### src/rtl/multicycle_ctrl_fsm.sv
// Multi-cycle main controller for the MIPS-subset datapath: sequences fetch, decode,
// execute, memory and writeback over a shared ALU and a unified ready-handshake memory port.
module multicycle_ctrl_fsm #(
    parameter int MEM_TIMEOUT = 16,
    parameter int CNT_W       = 5
) (
    input  logic       clk_i,
    input  logic       rst_i,
    input  logic [5:0] opcode_i,
    input  logic       zero_i,
    input  logic       mem_ready_i,
    output logic       pc_write_o,
    output logic       ir_write_o,
    output logic       mem_req_o,
    output logic       mem_we_o,
    output logic       iord_o,
    output logic       alu_src_a_o,
    output logic [1:0] alu_src_b_o,
    output logic [3:0] alu_op_o,
    output logic       reg_write_o,
    output logic [1:0] reg_dst_o,
    output logic [1:0] mem_to_reg_o,
    output logic [1:0] pc_src_o,
    output logic       branch_o,
    output logic       branch_type_o,
    output logic       instr_done_o,
    output logic       illegal_o,
    output logic       bus_err_o,
    output logic [3:0] state_o
);

    localparam logic [5:0] OP_RTYPE = 6'b000000;
    localparam logic [5:0] OP_ADDI  = 6'b001000;
    localparam logic [5:0] OP_SLTIU = 6'b001011;
    localparam logic [5:0] OP_LUI   = 6'b001111;
    localparam logic [5:0] OP_ORI   = 6'b001101;
    localparam logic [5:0] OP_LW    = 6'b100011;
    localparam logic [5:0] OP_SW    = 6'b101011;
    localparam logic [5:0] OP_BEQ   = 6'b000100;
    localparam logic [5:0] OP_BNE   = 6'b000101;
    localparam logic [5:0] OP_J     = 6'b000010;
    localparam logic [5:0] OP_JAL   = 6'b000011;

    localparam logic [3:0] ALU_RTYPE = 4'b0010;
    localparam logic [3:0] ALU_ADD   = 4'b0100;
    localparam logic [3:0] ALU_BEQ   = 4'b0011;
    localparam logic [3:0] ALU_BNE   = 4'b0001;
    localparam logic [3:0] ALU_SLTIU = 4'b0111;
    localparam logic [3:0] ALU_LUI   = 4'b0101;
    localparam logic [3:0] ALU_ORI   = 4'b0110;

    localparam logic [CNT_W-1:0] TIMEOUT_C = CNT_W'(MEM_TIMEOUT);
    localparam logic             TMO_EN    = (MEM_TIMEOUT != 0);

    typedef enum logic [3:0] {
        S_FETCH  = 4'd0,
        S_DECODE = 4'd1,
        S_EXEC_R = 4'd2,
        S_EXEC_I = 4'd3,
        S_ADDR   = 4'd4,
        S_MEM_RD = 4'd5,
        S_MEM_WB = 4'd6,
        S_MEM_WR = 4'd7,
        S_BRANCH = 4'd8,
        S_JUMP   = 4'd9,
        S_ALU_WB = 4'd10
    } state_t;

    state_t           r_state;
    state_t           w_next;
    logic [5:0]       r_op_q;
    logic [CNT_W-1:0] r_wait;
    logic             w_is_mem;
    logic             w_timeout;
    logic             w_op_legal;
    logic             w_is_beq;

    always_comb begin
        w_is_mem  = (r_state == S_FETCH) || (r_state == S_MEM_RD) || (r_state == S_MEM_WR);
        // Ready takes priority: a timeout only fires while ready is still low.
        w_timeout = TMO_EN && w_is_mem && !mem_ready_i && (r_wait == TIMEOUT_C);
        w_is_beq  = (r_op_q == OP_BEQ);
        case (opcode_i)
            OP_RTYPE, OP_ADDI, OP_SLTIU, OP_LUI, OP_ORI,
            OP_LW, OP_SW, OP_BEQ, OP_BNE, OP_J, OP_JAL: w_op_legal = 1'b1;
            default:                                     w_op_legal = 1'b0;
        endcase
    end

    always_ff @(posedge clk_i) begin
        if (rst_i) begin
            r_state <= S_FETCH;
            r_op_q  <= '0;
            r_wait  <= '0;
        end else begin
            r_state <= w_next;
            if (r_state == S_DECODE) begin
                r_op_q <= opcode_i;
            end
            // Count only while waiting in place; any completion, timeout or exit clears it.
            if (w_is_mem && !mem_ready_i && !w_timeout) begin
                r_wait <= r_wait + 1'b1;
            end else begin
                r_wait <= '0;
            end
        end
    end

    always_comb begin
        w_next = r_state;
        case (r_state)
            S_FETCH: begin
                if (mem_ready_i) w_next = S_DECODE;
                else if (w_timeout) w_next = S_FETCH;
            end
            S_DECODE: begin
                case (opcode_i)
                    OP_RTYPE:                         w_next = S_EXEC_R;
                    OP_ADDI, OP_SLTIU, OP_LUI, OP_ORI: w_next = S_EXEC_I;
                    OP_LW, OP_SW:                     w_next = S_ADDR;
                    OP_BEQ, OP_BNE:                   w_next = S_BRANCH;
                    OP_J, OP_JAL:                     w_next = S_JUMP;
                    default:                          w_next = S_FETCH;
                endcase
            end
            S_EXEC_R: w_next = S_ALU_WB;
            S_EXEC_I: w_next = S_ALU_WB;
            S_ALU_WB: w_next = S_FETCH;
            S_ADDR:   w_next = (r_op_q == OP_LW) ? S_MEM_RD : S_MEM_WR;
            S_MEM_RD: begin
                if (mem_ready_i) w_next = S_MEM_WB;
                else if (w_timeout) w_next = S_FETCH;
            end
            S_MEM_WB: w_next = S_FETCH;
            S_MEM_WR: begin
                if (mem_ready_i || w_timeout) w_next = S_FETCH;
            end
            S_BRANCH: w_next = S_FETCH;
            S_JUMP:   w_next = S_FETCH;
            default:  w_next = S_FETCH;
        endcase
    end

    always_comb begin
        pc_write_o    = 1'b0;
        ir_write_o    = 1'b0;
        mem_req_o     = 1'b0;
        mem_we_o      = 1'b0;
        iord_o        = 1'b0;
        alu_src_a_o   = 1'b0;
        alu_src_b_o   = 2'b00;
        alu_op_o      = 4'b0000;
        reg_write_o   = 1'b0;
        reg_dst_o     = 2'b00;
        mem_to_reg_o  = 2'b00;
        pc_src_o      = 2'b00;
        branch_o      = 1'b0;
        branch_type_o = 1'b0;
        instr_done_o  = 1'b0;
        illegal_o     = 1'b0;
        bus_err_o     = 1'b0;
        state_o       = r_state;

        case (r_state)
            S_FETCH: begin
                mem_req_o   = 1'b1;
                alu_src_b_o = 2'b01;
                alu_op_o    = ALU_ADD;
                ir_write_o  = mem_ready_i;
                pc_write_o  = mem_ready_i;
                bus_err_o   = w_timeout;
            end
            S_DECODE: begin
                alu_src_b_o = 2'b11;
                alu_op_o    = ALU_ADD;
                illegal_o   = !w_op_legal;
            end
            S_EXEC_R: begin
                alu_src_a_o = 1'b1;
                alu_op_o    = ALU_RTYPE;
            end
            S_EXEC_I: begin
                alu_src_a_o = 1'b1;
                alu_src_b_o = 2'b10;
                case (r_op_q)
                    OP_SLTIU: alu_op_o = ALU_SLTIU;
                    OP_LUI:   alu_op_o = ALU_LUI;
                    OP_ORI:   alu_op_o = ALU_ORI;
                    default:  alu_op_o = ALU_ADD;
                endcase
            end
            S_ALU_WB: begin
                reg_write_o  = 1'b1;
                reg_dst_o    = (r_op_q == OP_RTYPE) ? 2'b01 : 2'b00;
                instr_done_o = 1'b1;
            end
            S_ADDR: begin
                alu_src_a_o = 1'b1;
                alu_src_b_o = 2'b10;
                alu_op_o    = ALU_ADD;
            end
            S_MEM_RD: begin
                mem_req_o = 1'b1;
                iord_o    = 1'b1;
                bus_err_o = w_timeout;
            end
            S_MEM_WB: begin
                reg_write_o  = 1'b1;
                mem_to_reg_o = 2'b01;
                instr_done_o = 1'b1;
            end
            S_MEM_WR: begin
                mem_req_o    = 1'b1;
                mem_we_o     = 1'b1;
                iord_o       = 1'b1;
                instr_done_o = mem_ready_i;
                bus_err_o    = w_timeout;
            end
            S_BRANCH: begin
                alu_src_a_o   = 1'b1;
                branch_o      = 1'b1;
                pc_src_o      = 2'b01;
                branch_type_o = w_is_beq;
                alu_op_o      = w_is_beq ? ALU_BEQ : ALU_BNE;
                pc_write_o    = w_is_beq ? zero_i : !zero_i;
                instr_done_o  = 1'b1;
            end
            S_JUMP: begin
                pc_src_o     = 2'b10;
                pc_write_o   = 1'b1;
                instr_done_o = 1'b1;
                if (r_op_q == OP_JAL) begin
                    reg_write_o  = 1'b1;
                    reg_dst_o    = 2'b10;
                    mem_to_reg_o = 2'b10;
                end
            end
            default: ;
        endcase

        if (rst_i) begin
            pc_write_o    = 1'b0;
            ir_write_o    = 1'b0;
            mem_req_o     = 1'b0;
            mem_we_o      = 1'b0;
            iord_o        = 1'b0;
            alu_src_a_o   = 1'b0;
            alu_src_b_o   = 2'b00;
            alu_op_o      = 4'b0000;
            reg_write_o   = 1'b0;
            reg_dst_o     = 2'b00;
            mem_to_reg_o  = 2'b00;
            pc_src_o      = 2'b00;
            branch_o      = 1'b0;
            branch_type_o = 1'b0;
            instr_done_o  = 1'b0;
            illegal_o     = 1'b0;
            bus_err_o     = 1'b0;
            state_o       = 4'd0;
        end
    end

endmodule

### config.mk
export PLATFORM = sky130hd
export DESIGN_NAME = multicycle_ctrl_fsm
export DESIGN_NICKNAME = d
export VERILOG_FILES = /design/src/rtl/multicycle_ctrl_fsm.sv
export SDC_FILE = /design/constraint.sdc
export NUM_CORES = 1
export LEC_CHECK = 0
export BUFFER_PORTS_ARGS = -buffer_cell sky130_fd_sc_hd__clkbuf_2
export CELL_PAD_IN_SITES_DETAIL_PLACEMENT = 0
export CELL_PAD_IN_SITES_GLOBAL_PLACEMENT = 2
export CORE_MARGIN = 3
export CORE_UTILIZATION = 24
export DETAILED_ROUTE_END_ITERATION = 16
export PLACE_DENSITY_LB_ADDON = 0.1
export SLEW_MARGIN = 20
export SYNTH_ARGS = -nofsm -noshare
export SYNTH_HDL_FRONTEND = slang
export SYNTH_SLANG_ARGS = --single-unit
export TNS_END_PERCENT = 20
### constraint.sdc
create_clock -name clk_i -period 1.3 [get_ports clk_i]
set_clock_uncertainty 0.05 [all_clocks]
set_input_delay 0.065 -clock clk_i [delete_from_list [all_inputs] [get_ports clk_i]]
set_output_delay 0.065 -clock clk_i [all_outputs]
set_load 0.005 [all_outputs]
* After elaboration in Yosys (flattened, before gate mapping)
Index checks and enable logic that the tools add are counted.
** Word-level totals
- Flip-flop bits (word level) :: 15
- Bits in latches :: 0
- Bits in writable memories :: 0
- ROM bits :: 0
- Input bits :: 10
- Logic and storage cells :: 109
- Memories kept :: 0
** Cells by class
- Add/sub/neg operators :: 1
- Multiply operators :: 0
- Div/mod/pow operators :: 0
- $lt $le $gt $ge :: 0
- Equal/unequal tests :: 28
- Shift operators :: 0
- Mux-type cells :: 49
- Bitwise gates (word level) :: 1
- Reductions and logical operators :: 27
** Operators with widths (count)
- $eq A6 B4 Y1 const B :: 7
- $mux W1 :: 25
- $mux W4 :: 6
- $pmux W4 S6 :: 1
- $pmux W4 S5 :: 1
- $eq A6 B2 Y1 const B :: 3
- $eq A6 B3 Y1 const B :: 3
- $eq A6 B6 Y1 const B :: 3
- $eq A4 B3 Y1 const B :: 4
- $reduce_or A2 Y1 :: 8
- $mux W2 :: 7
- $eq A4 B4 Y1 const B :: 3
- $logic_not A6 Y1 :: 2
- $pmux W2 S2 :: 3
- $pmux W2 S3 :: 2
- $pmux W3 S4 :: 1
- $reduce_or A4 Y1 :: 3
- $reduce_or A11 Y1 :: 1
- $eq A4 B2 Y1 const B :: 2
- $reduce_or A3 Y1 :: 2
- $add A5 B1 Y5 const B :: 1
- $eq A5 B5 Y1 const B :: 1
- $eq A4 B1 Y1 const B :: 1
- $logic_not A1 Y1 :: 4
- 7 further kinds :: 12

* Longest topological paths before layout
- Depth after elaboration :: 9
- Depth in mapped cells :: 6

* Worst setup path before layout
Ideal clock, no wire load.
- Path kind :: reg2out
- Start point :: register r_op_q[1]
- End point :: output port pc_write_o
- Arrival :: 1271 ps
- Required time :: 1185 ps
- Path slack :: -86 ps
- Cell stages (with the launch flop) :: 6
- Path buffers :: 1
- Path through :: dfxtp_1 -> clkbuf_1 -> nor4b_1 -> nand2_1 -> xnor2_1 -> a311oi_1
** Between the ends
- Cells in the longest elaborated chain, start to end :: 4
** RTL lines
- from (decl) :: line 71 : logic [5:0] r_op_q;
- from (signal assigned) :: line 98 : r_op_q <= opcode_i;
- $eq A6 B3 Y1 :: line 82 : w_is_beq = (r_op_q == OP_BEQ);
- $mux W1 :: line 225 : pc_write_o = w_is_beq ? zero_i : !zero_i;
- $pmux W1 S3 :: line 164 : case (r_state)
- $mux W1 :: line 241 : if (rst_i) begin
- to (decl) :: line 12 : output logic pc_write_o,
No other way between the ends.

* Final worst setup path
- Start point :: register r_state[2]
- End point :: output port bus_err_o
** Between the ends
- Cells in the longest elaborated chain, start to end :: 7
- Elaborated cells between the ends (all ways) :: 10
- Those cells by class :: eq/ne: 2; mux: 2; reduce/logical: 6
** RTL lines
- from (decl) :: line 69 : state_t r_state;
- from (signal assigned) :: line 96 : r_state <= w_next;
- $eq A4 B3 Y1 or $logic_not A4 Y1 (tied branches) :: line 79, 164
- $logic_or A1 B1 Y1 (2 in a row) :: line 79 : w_is_mem = (r_state == S_FETCH) || (r_state == S_MEM_RD) || (r_state == S_MEM_WR);
- $logic_and A1 B1 Y1 (2 in a row) :: line 81 : w_timeout = TMO_EN && w_is_mem && !mem_ready_i && (r_wait == TIMEOUT_C);
- $mux W1 * :: line 164
- $mux W1 * :: line 241
- to (decl) :: line 28 : output logic bus_err_o,
Every way passes the cells marked *; elsewhere a longest branch is shown, timed or not.

==> results.cfg <==
[clock_tree]
htreeDepth = 1
cts_root_buf = clkbuf_8
cts_tree = built
clock-sinks = 15
cts_made_buffers = 3
clk_latency_ps = 240
ctsHoldBuffers = 0
clk_pin_slew_ps = 60
clockBufferDepth = 2

[final_layout]
syn_to_final_growth_pct = 86.0
nets = 271
antenna_cells = 0
drive_above_1_share = 0.628
n_fill_cell = 506
final_util = 0.467

[drt]
drtPass1Iterations = 4
wirelength_um = 4270
drc = 0
drt_iter0_drc = 38
routed_via_density = 4.51
wl_per_cell_um = 13.1
drtAntennaViolNets = 0
vias = 1466

[global_route]
grt_usage = 0.141
antenna_found_initial = 0
grt_pass1_vias = 1483
grt_pass1_wl_um = 7020
gr-total-overflow = 0
grt_max_degree = 13

[synthesis]
yosys_warnings = 0
synth_top_cell_area_share = 0.250
synth-seq-cells = 15
yosys.area.top_type = dfxtp_1
yosysSeqAreaShare = 0.250
syn_inst = 166
synthTopCellsByArea = dfxtp_1 (25%), a21oi_1 (6.7%), nand2_1 (6.2%)
synth_edf_count = 0
synthesis.area_um2 = 1200
ys.flop_type = dfxtp_1
syn_avg_cell_area_um2 = 7.24
synth_nets = 178
yosysUniqueCellTypes = 50
synthArstFlopShare = 0

[pwr]
p_leak_uw = 0.00101
power_uw = 1300
seq_power_share = 0.382
comb_power_share = 0.328
power_switching_uw = 384
internal-power_uw = 915
p_sw_frac = 0.296
vdd_drop_max_uv = 617
powerDensity_nw_per_um2 = 581
p_clk_frac = 0.290

[setup_path]
critPathArrivalTime_ps = 1630
start_kind = register
crit_buf_inv = 2
cp_max_fo = 5
crit_required_ps = 1190
slowest_delay_ps = 390
cp_top_family = simple AND/OR/NAND/NOR gates
crit_chain = buf_6, or3_4, a211oi_4, and3b_1, buf_2
cp-end-kind = output pin
path_class = reg2out
slowest_stage = or3_4

[timing]
setup_viol = 32
min_period_over_period = 1.34
finalMaxSlewViolations = 0
setup_slack_ps = -445
period_minus_slack_ps = 1740
rsz0062_at_grt = true
hold_viol = 0
fmax_ghz = 0.573
setup_tns_ps = -8800
hold_ws_ps = 59.4

[status]
violations = setup timing
status = complete, but fails checks

[floorplanning]
io_pins = 38
dieArea_um2 = 5900
fp.coreArea_um2 = 4790
rows = 25
die_x_um = 76.8
die_h_um = 76.8
start_util = 0.251

[place]
pre_cts_ws_ps = -323
port_buffers = 36
place.gp.congestion = 0.768
dp_hpwl_um = 3350

[worst_hold_path]
worstHoldPathType = in2reg

[job]
maxCapViolations = 0
tightest hold or removal path, stage by stage:
cell and delay, ps:
clkbuf_2 120, nand2_1 80, a21oi_2 50
cell usage in the layout (no fill, tap or decap), drive strengths merged, types with 2 or more instances in the layout:
cell and n:
inv 5, a211oi 2, nor4 5, nand3 5, xor2 4, nor4b 5
ha 2, nand2b 6, nor3 6, o211ai 2, clkbuf 25, dfxtp 15
nor2b 6, or3 3, a21oi 16, xnor2 3, nor2 17, nand2 22
buf 82, or4 3
cell type report:
cell class | count | area (um^2) | area share
clock buffer | 3 | 41.3 | 0.0185
clock inverter | 1 | 5.00 | 0.00224
inverter | 5 | 18.8 | 0.00839
multi-input combinational | 130 | 1020 | 0.457
sequential | 15 | 320 | 0.143
tap | 67 | 83.8 | 0.0375
timing repair buffer | 104 | 746 | 0.334
layer usage:
| layer | track usage | part of all wire | vias to the layer above |
|---|---|---|---|
| li1 | - | - | 762 |
| met1 | 0.180 | 0.44 | 670 |
| met2 | 0.241 | 0.50 | 32 |
| met3 | 0.0317 | 0.049 | 2 |
| met4 | 0.0326 | 0.0056 | 0 |
| met5 | 0 | 0 | - |
sequential cells by signal, summed over array words and instances, names as in the netlist:
| name | cells |
|---|---|
| r_wait | 5 |
| r_op_q | 6 |
| r_state | 4 |
worst paths after layout:
path	start	endpoint	slack, ps	cells past startpoint
setup / recovery	r_state[2]	bus_err_o	-440	5
hold / removal	opcode_i[4]	r_op_q[4]	60	3
setup reg to reg	r_state[2]	r_wait[1]	-390	7
hold reg to reg	r_wait[0]	r_wait[0]	460	2
logic make-up (layout without fill, tap and decap cells):
kind of cell    count (synthesis)  in the layout  share of synthesized area
xor+xnor                        7              7                     0.0510
buf+inv                        21            113                     0.0770
simple gates                   89             89                      0.414
other cells                     1              1                    0.00312
mux                             2              2                     0.0177
fa+ha+maj                       2              2                     0.0208
flops                          15             15                      0.250
compound gates                 29             29                      0.167
per-stage QoR:
step	cell area, um^2	std cells
floorplan	1210	166
global placement	1800	307
detailed placement	1800	307
CTS	2040	317
global route	2240	325
finish	2240	325
cells in the mapped netlist, drive strengths merged (2+ instances only):
| cell | number |
|---|---|
| nand2 | 22 |
| nor2 | 17 |
| a21oi | 16 |
| dfxtp | 15 |
| buf | 10 |
| clkbuf | 6 |
| nand2b | 6 |
| nor2b | 6 |
| nor3 | 6 |
| inv | 5 |
| nand3 | 5 |
| nor4 | 5 |
| nor4b | 5 |
| xor2 | 4 |
| or3 | 3 |
| or4 | 3 |
| xnor2 | 3 |
| a211oi | 2 |
| ha | 2 |
| o211ai | 2 |
power groups by stage:
stage | Sequential, uW | Clock (uW) | Combinational [uW]
after global placement | 503 | 0 | 338
final | 496 | 377 | 426
after floorplan | 502 | 0 | 168
after global routing | 498 | 414 | 467
after detailed placement | 503 | 0 | 339
after CTS | 490 | 394 | 381
what timing repair did:
| item | 4_1_cts | 5_1_grt |
|---|---|---|
| pin swaps | 11 | 10 |
| setup endpoints to repair | 40 | 40 |
| buffers inserted | 6 | 8 |
| resized for setup | 41 | 45 |
| cloned | 0 | 0 |
Power figures use the tool's default switching activity.
